<file path="config.mk">
export PLATFORM = sky130hd
export DESIGN_NAME = lowf_fir_mac_flat
export DESIGN_NICKNAME = d
export VERILOG_FILES = /design/src/rtl/lowf_fir_mac_if.sv /design/src/rtl/lowf_fir_mac.sv /design/src/flat_wrapper.sv
export SDC_FILE = /design/constraint.sdc
export NUM_CORES = 1
export LEC_CHECK = 0
export CORE_AREA = 2 2 172 174
export DETAILED_ROUTE_END_ITERATION = 10
export DIE_AREA = 0 0 174 176
export PLACE_DENSITY_LB_ADDON = 0.15
export SETUP_SLACK_MARGIN = 0.15
export SLEW_MARGIN = 20
export SYNTH_ARGS = -nofsm -noshare
export SYNTH_HDL_FRONTEND = slang
export SYNTH_SLANG_ARGS = --single-unit
</file>
<file path="constraint.sdc">
create_clock -name clk -period 5.5 [get_ports clk]
set_clock_uncertainty 0.15 [all_clocks]
set_input_delay 1.1 -clock clk [delete_from_list [all_inputs] [get_ports clk]]
set_output_delay 1.1 -clock clk [all_outputs]
set_load 0.02 [all_outputs]
</file>
<file path="src/rtl/lowf_fir_mac_if.sv">
// Stream/ROM bundle between the low-frequency queue, the coefficient ROM and
// the FIR MAC engine.
//   master : queue/ROM side. Drives sequencing, smpl_in and coeff. Observes
//            coeff_addr and the result signals.
//   slave  : FIR MAC side. Consumes the stream and coefficients. Drives
//            coeff_addr, smpl_out, smpl_vld, busy and abort.
interface lowf_fir_mac_if #(
  parameter int unsigned ADDR_W = 10
);
  logic              sequencing;  // queue read window active
  logic [15:0]       smpl_in;     // signed sample, one cycle after its read
  logic [15:0]       coeff;       // signed Q1.15 coefficient, 1-cycle ROM latency
  logic [ADDR_W-1:0] coeff_addr;  // registered ROM address
  logic [15:0]       smpl_out;    // signed filtered sample, held until next result
  logic              smpl_vld;    // one-cycle pulse when smpl_out updates
  logic              busy;        // window in progress
  logic              abort;       // one-cycle pulse when a window is dropped

  modport master (
    output sequencing, smpl_in, coeff,
    input  coeff_addr, smpl_out, smpl_vld, busy, abort
  );

  modport slave (
    input  sequencing, smpl_in, coeff,
    output coeff_addr, smpl_out, smpl_vld, busy, abort
  );
endinterface

</file>
<file path="src/rtl/lowf_fir_mac.sv">
// Single-multiplier FIR engine for the low-frequency band. It does one MAC per
// clock while the queue streams a read window. Each sample is multiplied by a
// Q1.15 coefficient from an external ROM and the products are accumulated. At
// the end of the window one saturated 16-bit sample is emitted.
// Ports:
//   clk : system clock, rising edge
//   rst : asynchronous active-high reset
//   bus : lowf_fir_mac_if slave modport. Inputs are sequencing, smpl_in and
//         coeff. Outputs are coeff_addr, smpl_out, smpl_vld, busy and abort.
// NUM_TAPS must be at least 2, 2**ADDR_W >= NUM_TAPS and
// ACC_W >= 32 + clog2(NUM_TAPS). Under these limits the accumulator cannot wrap.
module lowf_fir_mac #(
  parameter int unsigned NUM_TAPS = 1021,
  parameter int unsigned ADDR_W   = 10,
  parameter int unsigned ACC_W    = 42
) (
  input  logic          clk,
  input  logic          rst,
  lowf_fir_mac_if.slave bus
);

  typedef enum logic [1:0] {StIdle, StMac, StRound, StOut} state_e;

  localparam logic [ADDR_W-1:0]       LastTap = ADDR_W'(NUM_TAPS - 1);
  localparam logic signed [ACC_W-1:0] SatHi   = ACC_W'(32'sd32767);
  localparam logic signed [ACC_W-1:0] SatLo   = ACC_W'(-32'sd32768);

  state_e                   state_q, state_d;
  logic                     seq_d_q;
  logic [ADDR_W-1:0]        addr_q, addr_d;
  logic [ADDR_W-1:0]        tap_q, tap_d;
  logic signed [ACC_W-1:0]  acc_q, acc_d;
  logic [15:0]              smpl_out_q, smpl_out_d;
  logic                     vld_q, vld_d;
  logic                     busy_q, busy_d;
  logic                     abort_q, abort_d;

  logic                     start;
  logic signed [15:0]       smpl_s, coeff_s;
  logic signed [31:0]       prod;
  logic signed [ACC_W-1:0]  shr;
  logic [15:0]              sat;

  assign start   = bus.sequencing & ~seq_d_q;
  assign smpl_s  = bus.smpl_in;
  assign coeff_s = bus.coeff;
  assign prod    = 32'(smpl_s) * 32'(coeff_s);

  // Drop the Q1.15 fraction with an arithmetic shift, which truncates toward
  // -inf. Then clamp to the 16-bit signed range.
  assign shr = acc_q >>> 15;
  always_comb begin
    sat = shr[15:0];
    if (shr > SatHi) begin
      sat = 16'h7FFF;
    end else if (shr < SatLo) begin
      sat = 16'h8000;
    end
  end

  always_comb begin
    state_d    = state_q;
    addr_d     = addr_q;
    tap_d      = tap_q;
    acc_d      = acc_q;
    smpl_out_d = smpl_out_q;
    vld_d      = 1'b0;
    abort_d    = 1'b0;

    unique case (state_q)
      StIdle: begin
        addr_d = '0;
        tap_d  = '0;
        acc_d  = '0;
        // Address 0 is presented in the start cycle itself, so the ROM output
        // lines up with the first sample one cycle later.
        if (start) begin
          addr_d  = ADDR_W'(1);
          state_d = StMac;
        end
      end
      StMac: begin
        if (!bus.sequencing) begin
          abort_d = 1'b1;
          addr_d  = '0;
          tap_d   = '0;
          acc_d   = '0;
          state_d = StIdle;
        end else begin
          acc_d = acc_q + ACC_W'(prod);
          if (addr_q != LastTap) begin
            addr_d = addr_q + ADDR_W'(1);
          end
          if (tap_q == LastTap) begin
            tap_d   = '0;
            state_d = StRound;
          end else begin
            tap_d = tap_q + ADDR_W'(1);
          end
        end
      end
      StRound: begin
        smpl_out_d = sat;
        vld_d      = 1'b1;
        state_d    = StOut;
      end
      StOut: begin
        acc_d   = '0;
        addr_d  = '0;
        state_d = StIdle;
      end
      default: state_d = StIdle;
    endcase

    busy_d = (state_d != StIdle);
  end

  always_ff @(posedge clk or posedge rst) begin
    if (rst) begin
      state_q    <= StIdle;
      seq_d_q    <= 1'b0;
      addr_q     <= '0;
      tap_q      <= '0;
      acc_q      <= '0;
      smpl_out_q <= '0;
      vld_q      <= 1'b0;
      busy_q     <= 1'b0;
      abort_q    <= 1'b0;
    end else begin
      state_q    <= state_d;
      seq_d_q    <= bus.sequencing;
      addr_q     <= addr_d;
      tap_q      <= tap_d;
      acc_q      <= acc_d;
      smpl_out_q <= smpl_out_d;
      vld_q      <= vld_d;
      busy_q     <= busy_d;
      abort_q    <= abort_d;
    end
  end

  assign bus.coeff_addr = addr_q;
  assign bus.smpl_out   = smpl_out_q;
  assign bus.smpl_vld   = vld_q;
  assign bus.busy       = busy_q;
  assign bus.abort      = abort_q;

endmodule
</file>
<file path="src/flat_wrapper.sv">
// flat-port wrapper written by rule: the top's interface ports become plain ports
module lowf_fir_mac_flat 
#(
  parameter int unsigned NUM_TAPS = 1021,
  parameter int unsigned ADDR_W   = 10,
  parameter int unsigned ACC_W    = 42
)
  (clk, rst, bus_sequencing, bus_smpl_in, bus_coeff, bus_coeff_addr, bus_smpl_out, bus_smpl_vld, bus_busy, bus_abort);
  lowf_fir_mac_if #(.ADDR_W(ADDR_W)) bus_i ();
  input  logic clk;
  input  logic rst;
  input wire logic [$bits(bus_i.sequencing)-1:0] bus_sequencing;
  input wire logic [$bits(bus_i.smpl_in)-1:0] bus_smpl_in;
  input wire logic [$bits(bus_i.coeff)-1:0] bus_coeff;
  output wire logic [$bits(bus_i.coeff_addr)-1:0] bus_coeff_addr;
  output wire logic [$bits(bus_i.smpl_out)-1:0] bus_smpl_out;
  output wire logic [$bits(bus_i.smpl_vld)-1:0] bus_smpl_vld;
  output wire logic [$bits(bus_i.busy)-1:0] bus_busy;
  output wire logic [$bits(bus_i.abort)-1:0] bus_abort;
  assign bus_i.sequencing = bus_sequencing;
  assign bus_i.smpl_in = bus_smpl_in;
  assign bus_i.coeff = bus_coeff;
  assign bus_coeff_addr = bus_i.coeff_addr;
  assign bus_smpl_out = bus_i.smpl_out;
  assign bus_smpl_vld = bus_i.smpl_vld;
  assign bus_busy = bus_i.busy;
  assign bus_abort = bus_i.abort;
  lowf_fir_mac #(.NUM_TAPS(NUM_TAPS), .ADDR_W(ADDR_W), .ACC_W(ACC_W)) u_core (.clk(clk), .rst(rst), .bus(bus_i));
endmodule
</file>
==> impl_metrics.tcl <==
set metrics [dict create \
    clockBufferDepth 2 \
    ys_seq_elements 84 \
    run_status "complete, but fails checks" \
    finalWeightedCongestion 0.944 \
    detail_route.first_pass.iterations 7 \
    detail_route.wl_per_cell_um 19.1 \
    critical-path-max-stage-delay_ns 0.56 \
    numCtsBuffers 9 \
    drv_cap 0 \
    cts_tree "yes" \
    area_growth_pct 33.7 \
    floorplan.die.height_um 176 \
    die_width_um 174 \
    num_rows 62 \
    postLayoutCoreUtil 0.758 \
    core_region_um2 28500 \
    required_ns 5.55 \
    worstPathCellList "clkdlybuf4s15_2 > buf_6 > and2_4 > fa_1 > fa_1 > inv_2 > fa_1 > inv_1 > fa_1 > fa_1 > inv_2 > fa_1 > inv_2 > ha_4 > buf_6 > nand3_2 > nor4_4 > nand2_2 > nor4_4 > o311ai_4 > buf_4 > a21oi_4 > o21a_1 > o31ai_2" \
    violations "negative setup slack" \
    synth.distinct_cells 61 \
    clock_sink_count 84 \
    floorplan.io_pins 64 \
    nNetsFinal 2566 \
    critical-path-top-delay-family "adder cells" \
    synth-warning-count 0 \
    drt_first_iter_violations 833 \
    place.detailed.hpwl_mm 33.2 \
    synth_nets 2237 \
    netlist_instances 1736 \
    yosys.cell_count.top_type "sky130_fd_sc_hd__inv_1" \
    fin_crit_sh 1.27 \
    drt_wirelength_mm 46.8 \
    post-synth-top-area-fraction 0.418 \
    diodes 0 \
    die_outline_area_um2 30600 \
    worst_hold_slack_ns 0.341 \
    timing.critical_path.buf_inv 8 \
    crit_path_class "input port to register" \
    netlist_top_cells_area "sky130_fd_sc_hd__fa_1 (42%), sky130_fd_sc_hd__dfrtp_1 (13%), sky130_fd_sc_hd__inv_1 (10%), sky130_fd_sc_hd__ha_1 (9.9%), sky130_fd_sc_hd__and2_1 (4.6%)" \
    critical_path.most_common_cell "sky130_fd_sc_hd__fa_1" \
    setup_slack_ns -1.48 \
    vias 13300 \
    grt_pass1_wl_mm 75.8 \
    maxSlewViolCount 0 \
    critPathArrivalTime_ns 7.03 \
    setup.worst_path.start_class "input port" \
    synth_common_cells "sky130_fd_sc_hd__inv_1 (443), sky130_fd_sc_hd__fa_1 (338), sky130_fd_sc_hd__nand2_1 (190)" \
    fill_cells 1945 \
    synth_enable_flop_cells 0 \
    ratio_of_routed_vias_to_standard_cells 5.43 \
    dominantRegCellSynth "sky130_fd_sc_hd__dfrtp_1" \
    worst-slew-pin-transition_ns 0.931 \
    clock_latency_ns 0.35 \
    multi_input_comb_area_um2 13500 \
    synthesis.area_per_instance_um2 9.32 \
    routed.top_layer "met4" \
    largest_net_degree_at_the_start_of_global_routing 51 \
    htree_levels 3 \
    port_buffers 63 \
    endpoint_kind "register" \
    timing.critical_path.slowest_stage_cell "sky130_fd_sc_hd__fa_1" \
    area.sequential_um2 2100 \
    grt_setup_unrepaired "yes" \
    grt_antenna_before_repair 0 \
    setup_viol_count_final 32 \
    worstHoldPathType "register to register" \
    min_period_ns 6.98 \
    fmax_mhz 143 \
    via_count_of_the_first_global_routing_pass 14800 \
    final_hold_viol_count 0 \
    clockRootBuffer "sky130_fd_sc_hd__clkbuf_16" \
    grtUsageTotal 0.312 \
    detail-route-antenna-nets 0 \
    met3_length_mm 2.69 \
    clk_pin_slew_ns 0.07 \
    mappedNetlistArea_um2 16200 \
    cp_max_fo 5 \
    synth_sequential_area_ratio 0.130 \
    floorplan.initialDensity 0.567 \
    synth.largest_area_cell "sky130_fd_sc_hd__fa_1" \
    m1WireLength_mm 18.1 \
    worst_slew_margin_rel 0.380 \
    routed-wl-met2_mm 23.4 \
    final_layout_size_suffix_gt1_frac 0.295 \
    postSynth.asyncResetShare 1.00 \
    remaining_drc_errors 0 \
    grt-ovfl-total 0 \
]
==> metrics by stage <==
| step | cells | setup WS, ns | area [um^2] | TNS [ns] |
|---|---|---|---|---|
| 4_1_cts | 2432 | -1.25 | 21100 | -29.65 |
| 3_3_place_gp | 2334 | -1.91 | 19200 | -55.29 |
| 6_report | 2454 | -1.48 | 21600 | -33.43 |
| 5_1_grt | 2454 | -1.59 | 21600 | -37.84 |
| 2_1_floorplan | 1736 | -1.22 | 16700 | -23.25 |
| 3_5_place_dp | 2334 | -2.01 | 19200 | -56.04 |
==> what timing repair did <==
item	4_1_cts	5_1_grt
setup buffers	70	22
hold buffers	0	0
cloned	12	0
endpoints found under the setup margin	36	35
pin swaps	197	116
resized for setup	355	104
==> worst paths after layout <==
path	to	slack, ns	cells after the start	startpoint
max in group asynchronous	u_core.bus.smpl_out[6]$_DFFE_PP0P_	3.13	3	rst
worst max-delay path	u_core.acc_q[41]$_DFFE_PP0P_	-1.48	24	bus_smpl_in[14]
worst min register to register	u_core.tap_q[9]$_DFFE_PP0P_	0.34	1	u_core.tap_q[9]$_DFFE_PP0P_
min in group asynchronous	u_core.acc_q[4]$_DFFE_PP0P_	1.10	2	rst
worst min-delay path	u_core.tap_q[9]$_DFFE_PP0P_	0.34	1	u_core.tap_q[9]$_DFFE_PP0P_
worst max register to register	u_core.acc_q[41]$_DFFE_PP0P_	0.02	19	u_core.acc_q[15]$_DFFE_PP0P_
==> cell usage in the layout, fill, tap and decap left out, types with 31 or more instances in the layout <==
master / count
sky130_fd_sc_hd__dfrtp_1: 84
sky130_fd_sc_hd__o21ai_1: 31
sky130_fd_sc_hd__clkdlybuf4s50_1: 31
sky130_fd_sc_hd__inv_2: 49
sky130_fd_sc_hd__inv_1: 393
sky130_fd_sc_hd__ha_1: 98
sky130_fd_sc_hd__nand2_1: 166
sky130_fd_sc_hd__buf_4: 206
sky130_fd_sc_hd__fa_1: 311
sky130_fd_sc_hd__buf_6: 66
sky130_fd_sc_hd__nor2_1: 60
sky130_fd_sc_hd__and2_1: 91
==> per-layer routing <==
metal	vias to the layer above	track usage
met5	-	0
met4	0	0.130
met3	170	0.0469
met2	535	0.536
met1	6742	0.400
li1	5885	-
==> flip-flops by register name (all words and copies together), names as in the netlist <==
signal                 cells
u_core.bus.busy            1
u_core.tap_q              10
u_core.bus.smpl_out       16
u_core.acc_q              42
u_core.bus.smpl_vld        1
u_core.bus.abort           1
u_core.seq_d_q             1
u_core.state_q             2
u_core.bus.coeff_addr     10
==> final cells by class <==
type	instances	share of cell area
flip-flops and latches	84	0.0971
multi-input cells	1160	0.624
well taps	384	0.0222
clock buffers	9	0.0104
clock inverters	7	0.00411
repair buffers	367	0.166
inverters	443	0.0769
==> cell families after synthesis <==
group           after synthesis  share of synthesized area
simple gates                450                      0.133
compound gates              194                     0.0785
flops                        84                      0.130
buf+inv                     492                      0.114
fa+ha+maj                   466                      0.517
mux                           2                    0.00139
xor+xnor                     48                     0.0260
Power is not shown: default switching activity piles up to over one toggle a cycle in this logic, so the estimate is an artifact.
